<file path="config.mk">
export PLATFORM = sky130hd
export DESIGN_NAME = main_bus_master
export DESIGN_NICKNAME = d
export VERILOG_FILES = /design/src/rtl/main_bus_master.sv
export SDC_FILE = /design/constraint.sdc
export NUM_CORES = 1
export LEC_CHECK = 0
export CORE_MARGIN = 2
export CORE_UTILIZATION = 47
export CTS_CLUSTER_SIZE = 8
export DETAILED_ROUTE_END_ITERATION = 6
export PLACE_DENSITY = 0.77
export SETUP_SLACK_MARGIN = 0.15
export SLEW_MARGIN = 30
export SYNTH_ARGS = -nofsm -noshare
export SYNTH_HDL_FRONTEND = slang
export SYNTH_SLANG_ARGS = --single-unit
</file>
<file path="constraint.sdc">
create_clock -name clk -period 7.3 [get_ports clk]
set_input_delay 1.46 -clock clk [delete_from_list [all_inputs] [get_ports clk]]
set_output_delay 1.46 -clock clk [all_outputs]
set_load 0.01 [all_outputs]
</file>
<file path="src/rtl/main_bus_master.sv">
// Initiator for the multiplexed address/data main bus.
// Ports:
//   clk, resetH         : clock, async active-high reset
//   req_valid/req_ready : request handshake (rw, addr, wdata)
//   rsp_valid/rsp_rdata : one-cycle completion, read words
//   AddrValid, rw       : address-phase strobe, direction
//   AddrData_o/_oe/_i   : bus drive, bus enable, bus sample
module main_bus_master #(
  parameter int DW    = 16,
  parameter int BURST = 4
) (
  input  logic                clk,
  input  logic                resetH,
  input  logic                req_valid,
  output logic                req_ready,
  input  logic                req_rw,
  input  logic [DW-1:0]       req_addr,
  input  logic [DW*BURST-1:0] req_wdata,
  output logic                rsp_valid,
  output logic [DW*BURST-1:0] rsp_rdata,
  output logic                AddrValid,
  output logic                rw,
  output logic [DW-1:0]       AddrData_o,
  output logic                AddrData_oe,
  input  logic [DW-1:0]       AddrData_i
);

  localparam int BW = (BURST > 1) ? $clog2(BURST) : 1;
  localparam logic [BW-1:0] LAST = BW'(BURST - 1);

  typedef enum logic [1:0] {
    IDLE,
    ADDR,
    DATA
  } state_t;

  state_t              state_q, state_d;
  logic [BW-1:0]       beat_q, beat_d;
  logic [BW-1:0]       nxt;
  logic [DW*BURST-1:0] wdata_q, wdata_d;
  logic [DW*BURST-1:0] rbuf_q, rbuf_d;
  logic [DW*BURST-1:0] rdata_q, rdata_d;
  logic                rdy_q, rdy_d;
  logic                rsp_q, rsp_d;
  logic                av_q, av_d;
  logic                rw_q, rw_d;
  logic [DW-1:0]       ado_q, ado_d;
  logic                oe_q, oe_d;

  // Every output is a flop: the next-cycle bus value is
  // computed here from the state being entered.
  always_comb begin
    state_d = state_q;
    beat_d  = beat_q;
    wdata_d = wdata_q;
    rbuf_d  = rbuf_q;
    rdata_d = rdata_q;
    rsp_d   = 1'b0;
    av_d    = 1'b0;
    rw_d    = rw_q;
    ado_d   = '0;
    oe_d    = 1'b0;
    nxt     = beat_q + 1'b1;
    unique case (state_q)
      IDLE: begin
        if (req_valid && rdy_q) begin
          state_d = ADDR;
          beat_d  = '0;
          wdata_d = req_wdata;
          rw_d    = req_rw;
          av_d    = 1'b1;
          oe_d    = 1'b1;
          ado_d   = req_addr;
        end
      end
      ADDR: begin
        state_d = DATA;
        beat_d  = '0;
        oe_d    = ~rw_q;
        ado_d   = rw_q ? '0 : wdata_q[0 +: DW];
      end
      DATA: begin
        if (rw_q) begin
          rbuf_d[DW*int'(beat_q) +: DW] = AddrData_i;
        end
        if (beat_q == LAST) begin
          state_d = IDLE;
          rsp_d   = 1'b1;
          // Read data is published only on completion so
          // rsp_rdata keeps the previous read until then.
          if (rw_q) begin
            rdata_d = rbuf_d;
          end
        end else begin
          beat_d = nxt;
          oe_d   = ~rw_q;
          ado_d  = rw_q ? '0 : wdata_q[DW*int'(nxt) +: DW];
        end
      end
      default: state_d = IDLE;
    endcase
    rdy_d = (state_d == IDLE);
  end

  always_ff @(posedge clk or posedge resetH) begin
    if (resetH) begin
      state_q <= IDLE;
      beat_q  <= '0;
      wdata_q <= '0;
      rbuf_q  <= '0;
      rdata_q <= '0;
      rdy_q   <= 1'b1;
      rsp_q   <= 1'b0;
      av_q    <= 1'b0;
      rw_q    <= 1'b0;
      ado_q   <= '0;
      oe_q    <= 1'b0;
    end else begin
      state_q <= state_d;
      beat_q  <= beat_d;
      wdata_q <= wdata_d;
      rbuf_q  <= rbuf_d;
      rdata_q <= rdata_d;
      rdy_q   <= rdy_d;
      rsp_q   <= rsp_d;
      av_q    <= av_d;
      rw_q    <= rw_d;
      ado_q   <= ado_d;
      oe_q    <= oe_d;
    end
  end

  assign req_ready   = rdy_q;
  assign rsp_valid   = rsp_q;
  assign rsp_rdata   = rdata_q;
  assign AddrValid   = av_q;
  assign rw          = rw_q;
  assign AddrData_o  = ado_q;
  assign AddrData_oe = oe_q;

endmodule

</file>
==> results of run 1 <==
==> flip-flops by register name (all words and copies together) (netlist names) <==
signal       flops
AddrData_o      16
rsp_valid        1
AddrValid        1
beat_q           2
AddrData_oe      1
wdata_q         64
state_q          2
req_ready        1
rw               1
rbuf_q          64
rsp_rdata       64
==> final cells by class <==
class / count / share of cell area
antenna: 1 / 0.0002086
clock buffer: 43 / 0.06840
clock inverter: 1 / 0.0007299
inverter: 19 / 0.006257
multi-input combinational: 399 / 0.2816
sequential: 217 / 0.4527
tap: 265 / 0.02763
timing repair buffer: 193 / 0.1625
==> metal layers <==
| metal | global-route usage | wire length [um] | vias to the layer above |
|---|---|---|---|
| met2 | 0.3559 | 11190 | 237 |
| li1 | - | - | 3007 |
| met5 | 0 | 0 | - |
| met4 | 0.07103 | 568 | 0 |
| met1 | 0.3108 | 9773 | 3458 |
| met3 | 0.04801 | 1497 | 37 |
==> synthesized netlist by cell type, types with 6 or more instances <==
cell,n
dfrtp_1,216
mux2_2,65
nor2_1,65
a21oi_1,64
a22o_1,64
a32oi_1,64
buf_2,30
clkbuf_1,23
inv_1,19
a222oi_1,16
clkbuf_2,12
mux4_1,9
buf_4,7
mux4_2,7
and3_1,6
ha_1,6
==> per-stage QoR <==
stage / hold WS, ns / total power [mW] / setup WS (ns)
3_3_place_gp: 0.4817 / 3.715 / 3.793
6_report: 0.4978 / 5.015 / 3.876
2_1_floorplan: 0.4665 / 3.094 / 3.015
3_5_place_dp: 0.4819 / 3.780 / 3.801
5_1_grt: 0.5099 / 5.315 / 3.792
4_1_cts: 0.5010 / 5.045 / 3.867
==> path summary, 6_finish.rpt <==
check                                 end  cells past startpoint
hold reg to reg               wdata_q[51]                      1
hold / removal                wdata_q[51]                      1
min in group asynchronous  AddrData_o[13]                      2
setup / recovery                       rw                      1
max in group asynchronous   rsp_rdata[14]                      4
setup reg to reg            rsp_rdata[19]                      6
==> power groups by stage <==
stage | combinational, mW | clock (mW) | sequential (mW)
after global placement | 1.76 | 0 | 1.95
after detailed placement | 1.80 | 0 | 1.98
after CTS | 1.81 | 1.27 | 1.97
after global routing | 1.97 | 1.32 | 2.02
final | 1.80 | 1.24 | 1.97
after floorplan | 1.12 | 0 | 1.98
==> cell families after synthesis <==
logic type / after synthesis / synth area share
fa+ha+maj: 6 / 0.008081
buf+inv: 101 / 0.05508
simple gates: 99 / 0.05495
compound gates: 213 / 0.1760
flops: 217 / 0.5846
mux: 81 / 0.1212
==> impl_metrics.csv, run 1 <==
group,metric,value,unit
critical_path,path_buf_inv,1,
synth,synth_area_leader_cell,"dfrtp_1",
clocking,htreeDepth,1,
synth,ys.flop_type,"dfrtp_1",
floorplanning,row_count,51,
detailed_routing,vias_per_cell,5.922,
synth,async_flop_share,1.000,
grt,antenna_found_initial,1,
sta,fin_crit,3.424,ns
final_layout,stdcell_area,12000,um2
placed_design,port_buffers,184,
critical_path,cp_top_family,"flip-flops",
floorplanning,core-area,19400,um2
final_layout,final-seq-area,5431,um2
detailed_routing,drc,0,
grt,grt_max_degree,185,
detailed_routing,routed_wl,23.03,mm
final_layout,final_common_cell,"dfrtp_1",
synth,synth_seq_cells,217,
sta,fin_setup_tns,0,ns
synth,synth_top_area_frac,0.5818,
critical_path,timing.rr.start,"beat_q[0]",
critical_path,critPathLaunch,"rw",
floorplanning,initial_core_util,0.4789,
detailed_routing,ant_nets,0,
critical_path,cp.required,5.84,ns
detailed_routing,drt_iter0_markers,655,
detailed_routing,routedWlPerCell,20.24,um
synth,synth_nets,823,
grt,grt_usage,0.2241,
final_layout,drive_gt1_frac,0.1433,
pwr,p_leak,5.021,nW
critical_path,r2r_slack,4.44,ns
synth,synth-seq-area-share,0.5846,
final_layout,n_fill_cell,1551,
placed_design,gp_congestion,0.7716,
synth,synth_cell_type_count,42,
floorplanning,num_io_pins,185,
clocking,cts_tree,"yes",
pwr,p_int,3.439,mW
sta,slew_violations,0,
hold_path,hold_path_class,"reg -> reg",
clocking,insertion_delay,0.53,ns
clocking,clockBufferDepth,3,
critical_path,path_class,"reg -> out",
sta,finalCritPeriodShare,0.4690,
synth,yosys-top-cells-area,"dfrtp_1, mux2_2, a22o_1",
sta,rsz0062_at_grt,"false",
run_status,status,"complete, no violations",
placed_design,place_area,11140,um2
pwr,power_switching,1.575,mW
sta,hold_viol_final,0,
clocking,cts_root_buffer,"clkbuf_16",
grt,grt_overflow,0,
placed_design,post-place-cells,1092,
placed_design,hpwl,14.86,mm
clocking,clkTransAtPathRegs,0.05,ns
sta,max_slew.worst_pin.slew,0.9236,ns
floorplanning,dieArea,20910,um2
clocking,cts_made_buffers,31,
pwr,swShare,0.3141,
critical_path,start_kind,"flip-flop",
final_layout,layout.nets,967,
critical_path,critical_path_arrival,1.96,ns
pwr,clkPwrFrac,0.248,
clocking,ctsHoldBuffers,0,
grt,grt_pass1_vias,6786,
clocking,cts_num_sinks,217,
detailed_routing,drt-pass1-iter-count,5,
sta,finalSetupViolCount,0,
pwr,power_frac_comb,0.359,
hold_path,hold_path_startpoint,"wdata_q[51]",
synth,syn-mean-instance-area,12.96,um2
final_layout,synthToLayoutAreaGrowth,29.16,%
clocking,cts_resized,0,
synth,synthCells,717,
synth,yosys_warnings,0,
sta,fmax,0.2921,GHz
sta,skew,0.01176,ns
run,maxCapViolCount,0,
pwr,vdd_ir_drop_max,0.2187,mV
critical_path,crit_slowest_cell,"dfrtp_1",
detailed_routing,dr_total_vias,6739,
floorplanning,die_height,144.6,um
critical_path,cp_max_fo,19,
sta,slew_headroom,0.3816,
clocking,cts_setup_buffers,0,
grt,grt_pass1_wl,36.87,mm
critical_path,slowest_delay,0.73,ns
final_layout,multi_input_area,3379,um2
critical_path,path_cells,"clkdlybuf4s50_1",
pwr,seq_power_share,0.393,
floorplanning,die_x,144.6,um
final_layout,instances_no_fill,1138,
final_layout,final_util,0.6186,
critical_path,critPathCaptureType,"primary output",
final_layout,layout_common_cells,"dfrtp_1, clkdlybuf4s50_1, nor2_1, mux2_2",
synth,synth_edf_count,0,
pwr,pwr_density_cell,417.9,nW/um2
synth,synth_area,9290,um2
Power figures use the tool's default switching activity.
==> run 2, diff against run 1 <==
==> constraint.sdc (replaced) <==
create_clock -name clk -period 2.8 [get_ports clk]
set_input_delay 0.56 -clock clk [delete_from_list [all_inputs] [get_ports clk]]
set_output_delay 0.56 -clock clk [all_outputs]
set_load 0.01 [all_outputs]
==> impl_metrics.csv, run 2 (synthesized netlist as in run 1, its figures left out) <==
group,metric,value,unit
sta,finalCritPeriodShare,0.8968,
critical_path,slowest_delay,0.73,ns
hold_path,hold_path_class,"in -> async",
critical_path,critPathCaptureType,"primary output",
sta,whs,0.3598,ns
pwr,pwr_density_cell,1092,nW/um2
final_layout,final_common_cell,"dfrtp_1",
sta,slew_violations,0,
grt,antenna_found_initial,0,
final_layout,num_antenna_cells,0,
grt,grt_pass1_wl,36.75,mm
sta,rsz0062_at_grt,"false",
grt,grt_pass1_vias,6838,
pwr,vdd_ir_drop_max,0.6182,mV
sta,fin_crit,2.511,ns
floorplanning,initial_core_util,0.4789,
final_layout,n_fill_cell,1506,
floorplanning,num_io_pins,185,
final_layout,layout.nets,975,
critical_path,path_cells,"clkdlybuf4s50_1",
sta,skew,0.01368,ns
sta,max_slew.worst_pin.slew,0.6960,ns
pwr,p_leak,5.074,nW
critical_path,path_class,"reg -> out",
final_layout,final_util,0.6238,
final_layout,drive_gt1_frac,0.1523,
detailed_routing,drt_iter0_markers,608,
pwr,swShare,0.3148,
critical_path,critical_path_arrival,1.95,ns
placed_design,hpwl,14.89,mm
critical_path,start_kind,"flip-flop",
detailed_routing,routed_wl,23.02,mm
pwr,power_switching,4.158,mW
clocking,cts_resized,0,
clocking,clockBufferDepth,3,
clocking,cts_setup_buffers,0,
critical_path,path_buf_inv,1,
final_layout,synthToLayoutAreaGrowth,30.25,%
floorplanning,core-area,19400,um2
grt,grt_overflow,0,
clocking,cts_root_buffer,"clkbuf_16",
detailed_routing,dr_total_vias,6774,
critical_path,cp.required,2.24,ns
clocking,ctsHoldBuffers,0,
grt,grt_max_degree,129,
sta,finalSetupViolCount,0,
run_status,status,"complete, no violations",
sta,fmax,0.3982,GHz
floorplanning,die_height,144.6,um
critical_path,crit_slowest_cell,"dfrtp_1",
placed_design,port_buffers,184,
detailed_routing,routedWlPerCell,20.10,um
sta,hold_viol_final,0,
clocking,htreeDepth,1,
detailed_routing,drt-pass1-iter-count,5,
detailed_routing,vias_per_cell,5.916,
clocking,cts_made_buffers,31,
critical_path,cp_max_fo,19,
floorplanning,die_x,144.6,um
clocking,cts_num_sinks,217,
clocking,clkTransAtPathRegs,0.05,ns
clocking,cts_tree,"yes",
grt,grt_usage,0.2227,
placed_design,gp_congestion,0.8207,
sta,slew_headroom,0.5340,
pwr,seq_power_share,0.390,
pwr,p_int,9.050,mW
pwr,power_frac_comb,0.363,
floorplanning,row_count,51,
detailed_routing,drc,0,
detailed_routing,ant_nets,0,
run,maxCapViolCount,0,
floorplanning,dieArea,20910,um2
critical_path,cp_top_family,"flip-flops",
clocking,insertion_delay,0.54,ns
final_layout,instances_no_fill,1145,
pwr,clkPwrFrac,0.246,
final_layout,layout_common_cells,"dfrtp_1, clkdlybuf4s50_1, nor2_1, mux2_2",
placed_design,post-place-cells,1101,
==> run 2: routing by layer <==
metal,GRT usage,part of all wire,vias to the layer above
met5,0,0,-
met4,0.07869,0.032,0
met3,0.04536,0.070,54
met2,0.3540,0.48,287
met1,0.3064,0.42,3425
li1,-,-,3008
==> run 2: per-stage QoR <==
stage	setup TNS (ns)	total power [mW]	setup WS, ns	area [um2]
after floorplan	-126.43	8.066	-0.5853	9294
after global placement	0	9.794	0.5395	11250
after detailed placement	0	9.961	0.4878	11270
after CTS	0	13.29	0.2552	12100
after global routing	0	13.96	0.2086	12100
final	0	13.21	0.2889	12100
==> run 2: layout make-up <==
type	instances	area, um2	share of cell area
repair buffers	201	2048	0.1693
well taps	265	331.6	0.02740
flip-flops and latches	217	5431	0.4489
multi-input cells	399	3379	0.2793
clock buffers	42	817.0	0.06752
clock inverters	2	17.52	0.001448
inverters	19	75.07	0.006204
==> run 2: worst paths after layout <==
path | startpoint | end | slack, ns | depth (start not counted)
min | resetH | AddrValid | 0.36 | 2
min reg2reg | wdata_q[27] | wdata_q[27] | 0.49 | 1
min in group clk | wdata_q[27] | wdata_q[27] | 0.49 | 1
max reg2reg | beat_q[1] | AddrData_o[9] | 0.47 | 6
max | rw | rw | 0.29 | 1
max in group asynchronous | resetH | rbuf_q[33] | 1.75 | 3
==> run 2: power by group through the flow <==
stage / Clock [mW] / Sequential [mW] / Combinational (mW)
after floorplan: 0 / 5.15 / 2.92
after global placement: 0 / 5.12 / 4.67
after detailed placement: 0 / 5.18 / 4.78
after CTS: 3.31 / 5.15 / 4.83
after global routing: 3.45 / 5.29 / 5.22
final: 3.25 / 5.16 / 4.80
